==> config.mk <==
export PLATFORM = sky130hd
export DESIGN_NAME = seq_divider
export DESIGN_NICKNAME = d
export VERILOG_FILES = /design/src/rtl/seq_divider.sv
export SDC_FILE = /design/constraint.sdc
export NUM_CORES = 1
export LEC_CHECK = 0
export CAP_MARGIN = 25
export CORE_UTILIZATION = 25
export DETAILED_ROUTE_END_ITERATION = 10
export PLACE_DENSITY_LB_ADDON = 0.1
export SLEW_MARGIN = 20
export SYNTH_ARGS = -nofsm -noshare
export SYNTH_HDL_FRONTEND = slang
export SYNTH_SLANG_ARGS = --single-unit
==> constraint.sdc <==
create_clock -name clk -period 1.9 [get_ports clk]
set_input_delay 0.475 -clock clk [delete_from_list [all_inputs] [get_ports clk]]
set_output_delay 0.475 -clock clk [all_outputs]
set_load 0.02 [all_outputs]
==> src/rtl/seq_divider.sv <==
// Unsigned restoring divider, one quotient bit per clock: result WIDTH+1 cycles after accept (1 for b==0).
// Start is sampled only in IDLE and is never queued; done is a one-cycle decode of the DONE state.
module seq_divider #(
    parameter int WIDTH = 4
) (
    input  logic             clk,
    input  logic             rst,
    input  logic             start,
    input  logic [WIDTH-1:0] a,
    input  logic [WIDTH-1:0] b,
    output logic             busy,
    output logic             done,
    output logic [WIDTH-1:0] q,
    output logic [WIDTH-1:0] r,
    output logic             dbz
);

    typedef enum logic [1:0] {
        S_IDLE = 2'd0,
        S_CALC = 2'd1,
        S_DONE = 2'd2
    } state_t;

    localparam int             CW       = $clog2(WIDTH + 1);
    localparam logic [CW-1:0]  CNT_INIT = CW'(WIDTH);
    localparam logic [CW-1:0]  CNT_ONE  = CW'(1);

    state_t           state_q, state_d;
    logic [CW-1:0]    cnt_q, cnt_d;
    logic [WIDTH-1:0] qs_q, qs_d;
    logic [WIDTH:0]   p_q, p_d;
    logic [WIDTH-1:0] dvs_q, dvs_d;
    logic [WIDTH-1:0] q_q, q_d;
    logic [WIDTH-1:0] r_q, r_d;
    logic             dbz_q, dbz_d;

    // One restoring step on {p, qs}.
    logic [WIDTH:0]   p_sh;
    logic [WIDTH:0]   trial;
    logic             fits;
    logic [WIDTH:0]   p_nxt;
    logic [WIDTH-1:0] qs_nxt;

    assign p_sh   = {p_q[WIDTH-1:0], qs_q[WIDTH-1]};
    assign trial  = p_sh - {1'b0, dvs_q};
    assign fits   = ~trial[WIDTH];
    assign p_nxt  = fits ? trial : p_sh;
    assign qs_nxt = {qs_q[WIDTH-2:0], fits};

    // p always stays below the divisor, so its MSB is zero whenever it shifts out.
    logic unused_p_msb;
    assign unused_p_msb = p_q[WIDTH];

    always_comb begin
        state_d = state_q;
        cnt_d   = cnt_q;
        qs_d    = qs_q;
        p_d     = p_q;
        dvs_d   = dvs_q;
        q_d     = q_q;
        r_d     = r_q;
        dbz_d   = dbz_q;

        case (state_q)
            S_IDLE: begin
                if (start) begin
                    if (b != '0) begin
                        qs_d    = a;
                        dvs_d   = b;
                        p_d     = '0;
                        cnt_d   = CNT_INIT;
                        dbz_d   = 1'b0;
                        state_d = S_CALC;
                    end else begin
                        q_d     = '1;
                        r_d     = a;
                        dbz_d   = 1'b1;
                        state_d = S_DONE;
                    end
                end
            end
            S_CALC: begin
                p_d   = p_nxt;
                qs_d  = qs_nxt;
                cnt_d = cnt_q - CNT_ONE;
                if (cnt_q == CNT_ONE) begin
                    q_d     = qs_nxt;
                    r_d     = p_nxt[WIDTH-1:0];
                    state_d = S_DONE;
                end
            end
            S_DONE: begin
                state_d = S_IDLE;
            end
            default: begin
                state_d = S_IDLE;
            end
        endcase
    end

    always_ff @(posedge clk or posedge rst) begin
        if (rst) begin
            state_q <= S_IDLE;
            cnt_q   <= '0;
            qs_q    <= '0;
            p_q     <= '0;
            dvs_q   <= '0;
            q_q     <= '0;
            r_q     <= '0;
            dbz_q   <= 1'b0;
        end else begin
            state_q <= state_d;
            cnt_q   <= cnt_d;
            qs_q    <= qs_d;
            p_q     <= p_d;
            dvs_q   <= dvs_d;
            q_q     <= q_d;
            r_q     <= r_d;
            dbz_q   <= dbz_d;
        end
    end

    assign busy = (state_q == S_CALC);
    assign done = (state_q == S_DONE);
    assign q    = q_q;
    assign r    = r_q;
    assign dbz  = dbz_q;

endmodule
==> flow_summary.yaml <==
critical_path:
  slowest_delay_ns: 0.41
  crit_path_end_kind: "flip-flop"
  cp_slowest_cell: "dfrtp_1"
  path_cells: "ha_2 -> fa_2 -> nand2b_4 -> o2bb2ai_4 -> and3b_2 -> a2111oi_4 -> o22ai_1"
  cp_data_arrival_time_ns: 2.15
  critical_path.max_fanout: 6
  crit_required_ns: 2.05
  worstSetupPathType: "reg -> reg"
  regToRegSetupSlack_ns: -0.1
  critPathLaunchType: "flip-flop"
  worstRegToRegCells: 7
power_and_ir_drop:
  p_int_mw: 2.305
  irDropWorstVdd_v: 0.0007247
  p_seq_share_pct: 25.2
  p_clk_share_pct: 9.0
  p_total_mw: 4.007
  powerDensity_mw_per_mm2: 1959
  switching_share_pct: 42.47
  cellLeakagePower_nw: 0.9899
  combPwrFrac_pct: 65.8
  power.switching_mw: 1.702
floorplanning:
  die_x_um: 77.07
  io_pins: 22
  die_area_mm2: 0.005940
  initial_core_util_pct: 26.73
  die_h_um: 77.07
  core.rowCount: 26
  coreArea_mm2: 0.005270
routing:
  num_vias: 1193
  wire_per_inst_um: 13.29
  post-route-drc-count: 0
  totalWireLength_um: 3587
  vias_per_cell: 4.419
  antenna_left: 0
  drt-initial-drc-count: 45
  detail_route.first_pass.iterations: 4
sta:
  grt_setup_unrepaired: "true"
  setup_ws_ns: -0.09952
  clock_skew_ns: 0.008275
  fmax_ghz: 0.5001
  period_share_pct: 105.2
  setup_viol: 8
  worst_slew_pin_slew_ns: 0.4740
  slew_headroom_pct: 68.40
  finalCriticalPeriod_ns: 2.000
  slew_viol_final: 0
  hold_viol: 0
synth:
  ys_seq_area_share_pct: 46.18
  syn-cell-area_mm2: 0.001409
  synthTopCellsByArea: "dfrtp_1 (46%), nand2_1 (8.5%), ha_1 (5.3%)"
  ys_ff_latch: 26
  syn_area_per_cell_um2: 9.269
  synth_most_common_cell: "nand2_1"
  synth_ff_type: "dfrtp_1"
  synth-edff-count: 0
  yosys.area.top_type: "dfrtp_1"
  syn_nets: 170
  synthArstFlopShare_pct: 100.0
  synth_common_cells: "nand2_1 (32), dfrtp_1 (26), nor2_1 (14)"
  syn_inst: 152
  synth.top_cell.area_share_pct: 46.18
  synth.distinct_cells: 33
  synth_warnings: 0
cts:
  cts_sinks: 26
  clkTransAtPathRegs_ns: 0.09
  cts_tree: "done"
  cts_buffers: 3
  htreeDepth: 1
  cts-root-buf: "clkbuf_8"
  clk_latency_ns: 0.27
  clock_path_buffers: 2
placed_design:
  post-place-ws_ns: -0.3388
  hpwl_um: 2658
  io_buffer_count: 21
  place_congestion: 0.7434
global_route:
  grt_pass1_wl_um: 5858
  grt_max_degree: 27
  grt_usage_pct: 12.71
  antenna_found_initial: 0
  grt-ovfl-total: 0
  grt_pass1_vias: 1220
hold_path:
  holdPathStages: 2
  min_path_type: "reg -> reg"
outcome:
  violations: "setup timing"
  status: "complete, but fails checks"
final_layout:
  syn_to_final_growth_pct: 45.20
  fillers: 567
  drive_above_1_share_pct: 27.00
  fin_nets: 219
  n_antenna_cell: 0
run:
  drv_cap: 0
power by group through the flow:
stage	Sequential [mW]	Combinational (mW)	Clock, mW
finish	1.01	2.64	0.359
global route	1.05	2.89	0.395
CTS	1.02	2.59	0.376
detailed placement	1.02	2.38	0
global placement	1.02	2.36	0
floorplan	1.09	1.40	0
sequential cells by signal (all words and copies together), names as in the netlist:
name / flops
qs_q: 4
r: 4
p_q: 4
cnt_q: 3
state_q: 2
dvs_q: 4
dbz: 1
q: 4
kinds of logic (layout without fill, tap and decap cells):
group	count (synthesis)	in the layout	share of synthesized area, %
adders and majority gates	7	7	6.749
AOI/OAI and AO/OA	31	31	17.14
and+or+nand+nor	64	64	20.60
xor gates and xnor gates	4	4	2.487
muxes	2	2	1.421
buffers and inverters	18	66	5.417
DFF	26	26	46.18
final timing paths:
check,startpoint,end
worst max register to register,dvs_q[0],r[3]
max in group asynchronous,rst,q[0]
worst min-delay path,dvs_q[3],dvs_q[3]
worst min register to register,dvs_q[3],dvs_q[3]
worst max-delay path,dvs_q[0],r[3]
min in group asynchronous,rst,dbz
area by class of cell:
type / count / area [um^2] / share of cell area (%)
clock buffers: 4 / 55.05 / 2.691
flip-flops and latches: 26 / 650.6 / 31.80
inverters: 13 / 48.80 / 2.385
well taps: 70 / 87.58 / 4.281
multi-input cells: 108 / 767.0 / 37.49
repair buffers: 49 / 436.7 / 21.35
metrics by stage:
stage                     util [%]  setup TNS [ns]  cell area [um^2]  instances  hold WS (ns)
after global placement       36.16          -4.550              1906        263        0.4727
final                        38.82         -0.3834              2046        270        0.4938
after global routing         38.82          -1.073              2046        270        0.5273
after detailed placement     36.16          -5.084              1906        263        0.4755
after floorplan                  -         -0.1030              1448        152        0.4457
after CTS                    38.25         -0.4992              2016        268        0.4978
repair_timing:
action	4_1_cts	5_1_grt
buffers inserted	1	1
hold buffers	0	0
gates resized for setup	16	7
endpoints found under the setup margin	12	16
gates cloned	0	1
pin swaps	11	6
layout by cell type, fill, tap and decap left out, types with 2 or more instances in the layout:
| cell type | netlist | layout |
|---|---|---|
| nand2_1 | 32 | 31 |
| dfrtp_1 | 26 | 26 |
| buf_4 | 0 | 24 |
| clkdlybuf4s50_1 | 0 | 15 |
| inv_1 | 13 | 12 |
| nor2_1 | 14 | 11 |
| a31oi_1 | 7 | 7 |
| ha_1 | 6 | 5 |
| nor2b_1 | 4 | 4 |
| nand3_1 | 4 | 4 |
| o22a_2 | 4 | 4 |
| o21ai_0 | 6 | 4 |
| clkbuf_8 | 0 | 4 |
| dlymetal6s2s_1 | 0 | 4 |
| buf_6 | 1 | 3 |
| a21oi_1 | 4 | 2 |
| xor2_1 | 2 | 2 |
| mux2i_1 | 2 | 2 |
| or3_1 | 2 | 2 |
| a21oi_2 | 0 | 2 |
| o211a_1 | 2 | 2 |
| nor2_2 | 0 | 2 |
| o21ai_1 | 0 | 2 |
| o22ai_1 | 2 | 2 |
| dlygate4sd2_1 | 0 | 2 |
critical path: cells and delay by family (launching register included):
| kind | cells | cell delay (ns) |
|---|---|---|
| adders and majority gates | 2 | 0.54 |
| and+or+nand+nor | 2 | 0.41 |
| AOI/OAI and AO/OA | 3 | 0.52 |
| DFF | 1 | 0.41 |
per-layer routing:
| layer | share of wire (%) | vias up | wire length (um) | track usage (%) |
|---|---|---|---|---|
| met5 | 0 | - | 0 | 0 |
| met4 | 0.84 | 0 | 30 | 4.528 |
| met3 | 1.3 | 4 | 48 | 1.786 |
| met2 | 49 | 9 | 1768 | 21.34 |
| met1 | 49 | 563 | 1740 | 16.58 |
| li1 | - | 617 | - | - |
Note: power is estimated with default switching activity, not from simulation.
